<file path="src/rtl/csa_sub_pkg.sv">
// Shared definitions for the pipelined carry-select subtractor.
// CSA_SUB_OVF_EN adds the operand sign bits to the stage-1 payload so a
// signed-overflow flag can be produced alongside the difference.
package csa_sub_pkg;

   localparam int DEFAULT_WIDTH = 5;
   localparam int DEFAULT_SPLIT = 4;
   localparam int MAX_WIDTH     = 32;

   // Stage-1 payload; fields are sized for the widest legal operand and the
   // top uses only the low bits that match its WIDTH/SPLIT.
   typedef struct packed {
      logic [MAX_WIDTH-1:0] lo_diff;
      logic                 c_mid;
      logic [MAX_WIDTH-1:0] hi_a;
      logic [MAX_WIDTH-1:0] hi_b_n;
`ifdef CSA_SUB_OVF_EN
      logic                 a_msb;
      logic                 b_msb;
`endif
   } s1_payload_t;

   // Two's-complement overflow of A-B: operands differ in sign and the
   // result sign differs from the minuend sign.
   function automatic logic signed_ovf(input logic a_msb, input logic b_msb,
                                       input logic d_msb);
      return (a_msb != b_msb) && (d_msb != a_msb);
   endfunction

endpackage

</file>
<file path="src/rtl/csa_sel_slice.sv">
// Carry-select slice: adds a + b_n for carry-in 0 and carry-in 1 in
// parallel and picks one result with sel (the late-arriving carry).
module csa_sel_slice #(
   parameter int W = 1
) (
   input  logic [W-1:0] a,
   input  logic [W-1:0] b_n,
   input  logic         sel,
   output logic [W-1:0] sum,
   output logic         cout
);

   logic [W:0] sum_c0;
   logic [W:0] sum_c1;

   assign sum_c0 = {1'b0, a} + {1'b0, b_n};
   assign sum_c1 = {1'b0, a} + {1'b0, b_n} + {{W{1'b0}}, 1'b1};

   assign {cout, sum} = sel ? sum_c1 : sum_c0;

endmodule

</file>
<file path="src/rtl/csa_sub_pipe.sv">
// Two-stage pipelined carry-select subtractor: diff = minuend - subtrahend
// modulo 2^WIDTH with unsigned borrow-out, valid/ready on both sides.
// Stage 1 ripples the low SPLIT bits; stage 2 selects the precomputed high
// slice with the registered mid carry.
// Optional macro CSA_SUB_OVF_EN adds a registered signed-overflow output o_ovf.
module csa_sub_pipe
   import csa_sub_pkg::*;
#(
   parameter int WIDTH = DEFAULT_WIDTH,
   parameter int SPLIT = DEFAULT_SPLIT
) (
   input  logic             clk,
   input  logic             rst,
   input  logic             i_valid,
   output logic             o_ready,
   input  logic [WIDTH-1:0] i_minuend,
   input  logic [WIDTH-1:0] i_subtrahend,
   output logic             o_valid,
   input  logic             i_ready,
   output logic [WIDTH-1:0] o_diff,
   output logic             o_borrow
`ifdef CSA_SUB_OVF_EN
   ,
   output logic             o_ovf
`endif
);

   localparam int HW = WIDTH - SPLIT;

   logic             s1_valid_reg;
   logic             s2_valid_reg;
   s1_payload_t      s1_reg;
   s1_payload_t      s1_next;
   logic [WIDTH-1:0] diff_reg;
   logic             borrow_reg;
   logic             s2_adv;
   logic             in_fire;
   logic             s1_fire;
   logic [SPLIT:0]   low_sum;
   logic [HW-1:0]    hi_sum;
   logic             hi_cout;
   logic             unused_hi;

   // Handshake: stage 2 frees up when empty or drained; stage 1 accepts
   // whenever it is empty or moving forward this cycle.
   assign s2_adv  = !s2_valid_reg || i_ready;
   assign o_ready = !s1_valid_reg || s2_adv;
   assign in_fire = i_valid && o_ready;
   assign s1_fire = s1_valid_reg && s2_adv;

   // Low ripple slice: A + ~B + 1 over the bottom SPLIT bits.
   assign low_sum = {1'b0, i_minuend[SPLIT-1:0]}
                  + {1'b0, ~i_subtrahend[SPLIT-1:0]}
                  + {{SPLIT{1'b0}}, 1'b1};

   // Assemble the stage-1 payload from the incoming operands.
   always_comb begin
      s1_next                    = '0;
      s1_next.lo_diff[SPLIT-1:0] = low_sum[SPLIT-1:0];
      s1_next.c_mid              = low_sum[SPLIT];
      s1_next.hi_a[HW-1:0]       = i_minuend[WIDTH-1:SPLIT];
      s1_next.hi_b_n[HW-1:0]     = ~i_subtrahend[WIDTH-1:SPLIT];
`ifdef CSA_SUB_OVF_EN
      s1_next.a_msb              = i_minuend[WIDTH-1];
      s1_next.b_msb              = i_subtrahend[WIDTH-1];
`endif
   end

   // Upper payload bits beyond this instance's widths are always zero.
   assign unused_hi = ^{s1_reg.lo_diff[MAX_WIDTH-1:SPLIT],
                        s1_reg.hi_a[MAX_WIDTH-1:HW],
                        s1_reg.hi_b_n[MAX_WIDTH-1:HW]};

   csa_sel_slice #(
      .W (HW)
   ) u_hi_slice (
      .a    (s1_reg.hi_a[HW-1:0]),
      .b_n  (s1_reg.hi_b_n[HW-1:0]),
      .sel  (s1_reg.c_mid),
      .sum  (hi_sum),
      .cout (hi_cout)
   );

   // Stage 1: load on input accept, otherwise empty out when drained.
   always_ff @(posedge clk) begin
      if (rst) begin
         s1_valid_reg <= 1'b0;
         s1_reg       <= '0;
      end else if (in_fire) begin
         s1_valid_reg <= 1'b1;
         s1_reg       <= s1_next;
      end else if (s1_fire) begin
         s1_valid_reg <= 1'b0;
      end
   end

   // Stage 2: select the high slice and register the result; data only
   // changes when stage 1 actually advances, so a stalled output is stable.
   always_ff @(posedge clk) begin
      if (rst) begin
         s2_valid_reg <= 1'b0;
         diff_reg     <= '0;
         borrow_reg   <= 1'b0;
      end else if (s2_adv) begin
         s2_valid_reg <= s1_valid_reg;
         if (s1_valid_reg) begin
            diff_reg   <= {hi_sum, s1_reg.lo_diff[SPLIT-1:0]};
            borrow_reg <= ~hi_cout;
         end
      end
   end

`ifdef CSA_SUB_OVF_EN
   logic ovf_reg;

   // Signed overflow registered alongside the difference.
   always_ff @(posedge clk) begin
      if (rst) begin
         ovf_reg <= 1'b0;
      end else if (s1_fire) begin
         ovf_reg <= signed_ovf(s1_reg.a_msb, s1_reg.b_msb, hi_sum[HW-1]);
      end
   end

   assign o_ovf = ovf_reg;
`endif

   assign o_valid  = s2_valid_reg;
   assign o_diff   = diff_reg;
   assign o_borrow = borrow_reg;

endmodule

</file>
<file path="config.mk">
export PLATFORM = sky130hd
export DESIGN_NAME = csa_sub_pipe
export DESIGN_NICKNAME = d
export VERILOG_FILES = /design/src/rtl/csa_sub_pkg.sv /design/src/rtl/csa_sel_slice.sv /design/src/rtl/csa_sub_pipe.sv
export SDC_FILE = /design/constraint.sdc
export NUM_CORES = 1
export LEC_CHECK = 0
export ABC_AREA = 1
export CORE_ASPECT_RATIO = 1.4
export CORE_MARGIN = 2
export CORE_UTILIZATION = 35
export CTS_CLUSTER_DIAMETER = 200
export CTS_CLUSTER_SIZE = 12
export DETAILED_ROUTE_END_ITERATION = 7
export DONT_BUFFER_PORTS = 1
export GPL_TIMING_DRIVEN = 0
export MAX_ROUTING_LAYER = met4
export PLACE_DENSITY_LB_ADDON = 0.3
export SLEW_MARGIN = 10
export SYNTH_ARGS = -nofsm -noshare
export SYNTH_HDL_FRONTEND = slang
export SYNTH_SLANG_ARGS = --single-unit
</file>
<file path="constraint.sdc">
create_clock -name clk -period 1.4 [get_ports clk]
set_clock_uncertainty 0.2 [all_clocks]
set_input_delay 0.28 -clock clk [delete_from_list [all_inputs] [get_ports clk]]
set_output_delay 0.28 -clock clk [all_outputs]
set_load 0.05 [all_outputs]
</file>
==> results_dict.tcl <==
set metrics [dict create \
    holdPathStages 3 \
    overflow 0 \
    seq_area_um2 312 \
    dp_worst_setup_slack_ns -0.0575 \
    dp_hpwl_um 933 \
    synth-seq-area-share_pct 41.5 \
    m1WireLength_um 560 \
    wl_met3_um 57 \
    start_util_pct 37.2 \
    top_layer "met4" \
    placed_cells 111 \
    cts_root_buf "clkbuf_4" \
    postPlaceCellArea_um2 782 \
    htree_levels 1 \
    final_util_pct 45.0 \
    syn_inst 90 \
    synthDistinctLibCells 22 \
    slowest_stage "dfxtp_4" \
    required_ns 0.92 \
    crit_family "flip-flops" \
    critical_path_class "flop to output port" \
    path_max_fanout 3 \
    instances_no_fill 120 \
    power.leakage_nw 0.382 \
    worstHoldEndpoint "o_diff[4]" \
    cts_made_buffers 3 \
    firstDrtPassIters 4 \
    reg2reg_to "s1_reg[68]" \
    multi_input_comb_area_um2 400 \
    grt_max_degree 11 \
    routedWlPerCell_um 9.98 \
    slowest_delay_ns 0.46 \
    path_buf_inv 0 \
    cts_tree "done" \
    rows 19 \
    grt_pass1_vias 558 \
    fillers 216 \
    clk_path_buf_depth 2 \
    synth_area_um2 724 \
    min_period_ns 1.46 \
    start_kind "flop" \
    setup_violations 1 \
    period_share_pct 104 \
    dieArea_um2 2450 \
    largest_reg_flops 7 \
    area_growth_pct 21.1 \
    portBuffers 0 \
    status "finished, violations left" \
    rsz0062_at_grt "yes" \
    pin_count 22 \
    reg2reg_slack_ns 0.01 \
    antenna_found_initial 0 \
    diodes 0 \
    fp.dieH_um 57.8 \
    hold_class "primary input to flop" \
    grt_pass1_wl_mm 2.15 \
    yosysWarnings 0 \
    fin_ws_ns -0.0585 \
    clk_latency_ns 0.27 \
    core_area_um2 1950 \
    pwr_density_cell_nw_per_um2 1060 \
    max-vdd-ir-drop_mv 0.333 \
    slew_viol_final 0 \
    wl_mm 1.20 \
    violations "negative setup slack" \
    layout.nets 121 \
    hp-start "rst" \
    layout-drive-gt1-share_pct 27.3 \
    die_x_um 42.5 \
    crit_chain "nand3_4" \
    routabilityCongestion 0.707 \
    syn_area_per_cell_um2 8.05 \
    ant_nets 0 \
    syn-num-nets 111 \
    path_clk_slew_ns 0.08 \
    end_kind "output port" \
    hold_viol_final 0 \
    ys_ff_latch 15 \
    rr_worst_depth 5 \
    final_common_cell "nor2_1" \
    design_area_um2 877 \
    reg2reg_from "o_valid" \
    wl_met2_um 558 \
    drt_iter0_drc 6 \
    cts.sinks 15 \
    worstMarginPinSlew_ns 0.278 \
    maxCapViolCount 0 \
    max_freq_mhz 686 \
    track_usage_pct 11.5 \
    via_per_inst 4.74 \
    num_vias 569 \
    layout_common_cells "nor2_1 (18), inv_1 (9), dfxtp_1 (8)" \
    slew_headroom_pct 81.4 \
    arrival_ns 0.98 \
    drc 0 \
]
-- Yosys cell counts --
cell       n  share of area, %
ha_1       6                10
nor3_1     1              0.69
inv_4      1              0.86
o21ai_1    2               1.4
nand2_1    5               2.6
o21ai_2    1               1.2
xor2_1     1               1.2
nand3_2    1               1.4
o21ai_0   10               6.9
nand3_1    2               1.4
inv_2      1              0.52
a21oi_1    7               4.8
dfxtp_1   15                41
xnor2_1    1               1.2
a21boi_0   1               1.0
nor2_1    18               9.3
nor2_2     1              0.86
nand2_2    2               1.7
clkbuf_4   1               1.0
nand2_4    1               1.6
inv_1     11               5.7
fa_1       1               2.8
-- cell type report --
type	instances	area share [%]
flip-flops and latches	15	35.5
clock inverters	1	0.571
clock buffers	3	2.57
multi-input cells	61	45.6
plain buffers	1	0.856
well taps	21	3.00
repair buffers	5	5.14
inverters	13	6.70
-- kinds of logic (layout without fill, tap and decap cells) --
| logic type | count (synthesis) | in the layout | share of synthesized area, % |
|---|---|---|---|
| DFF | 15 | 15 | 41.5 |
| and+or+nand+nor | 31 | 31 | 19.5 |
| buffers and inverters | 14 | 23 | 8.12 |
| xor gates and xnor gates | 2 | 2 | 2.42 |
| AOI/OAI and AO/OA | 21 | 21 | 15.4 |
| adders and majority gates | 7 | 7 | 13.1 |
-- worst max path at each step --
stage | start | endpoint | slack, ns | cells past startpoint
final | o_valid | o_ready | -0.06 | 1
after global routing | o_valid | o_ready | -0.1 | 1
after CTS | o_valid | o_ready | -0.05 | 1
after detailed placement | i_minuend[0] | s1_reg[64] | -0.06 | 8
after global placement | i_minuend[0] | s1_reg[64] | -0.04 | 8
after floorplan | i_minuend[0] | s1_reg[64] | 0.002 | 8
-- stage by stage --
stage,hold slack (ns),TNS (ns),total power (W)
after global placement,0.142,-0.0654,0.000676
after detailed placement,0.144,-0.138,0.000682
after floorplan,0.139,0,0.000655
after global routing,0.0443,-0.310,0.000984
after CTS,0.00390,-0.102,0.000930
final,0.0136,-0.0585,0.000927
-- repair_timing --
item | CTS | global route
endpoints found under the setup margin | 9 | 8
buffers inserted | 0 | 2
resized for setup | 6 | 4
hold endpoints to repair | 3 | 1
hold buffers | 2 | 1
pin swaps | 1 | 1
-- layer usage --
| layer | up-vias | GRT usage (%) |
|---|---|---|
| met5 | - | - |
| met4 | 0 | 8.04 |
| met3 | 2 | 2.18 |
| met2 | 21 | 20.2 |
| met1 | 239 | 11.1 |
| li1 | 307 | - |
-- report_power, final --
group / internal [W] / total (W) / switching (W)
clock network: 0.000106 / 0.000237 / 0.000131
registers: 0.000462 / 0.000534 / 0.0000721
logic: 0.0000723 / 0.000156 / 0.0000839
(Power assumes the default switching activity.)
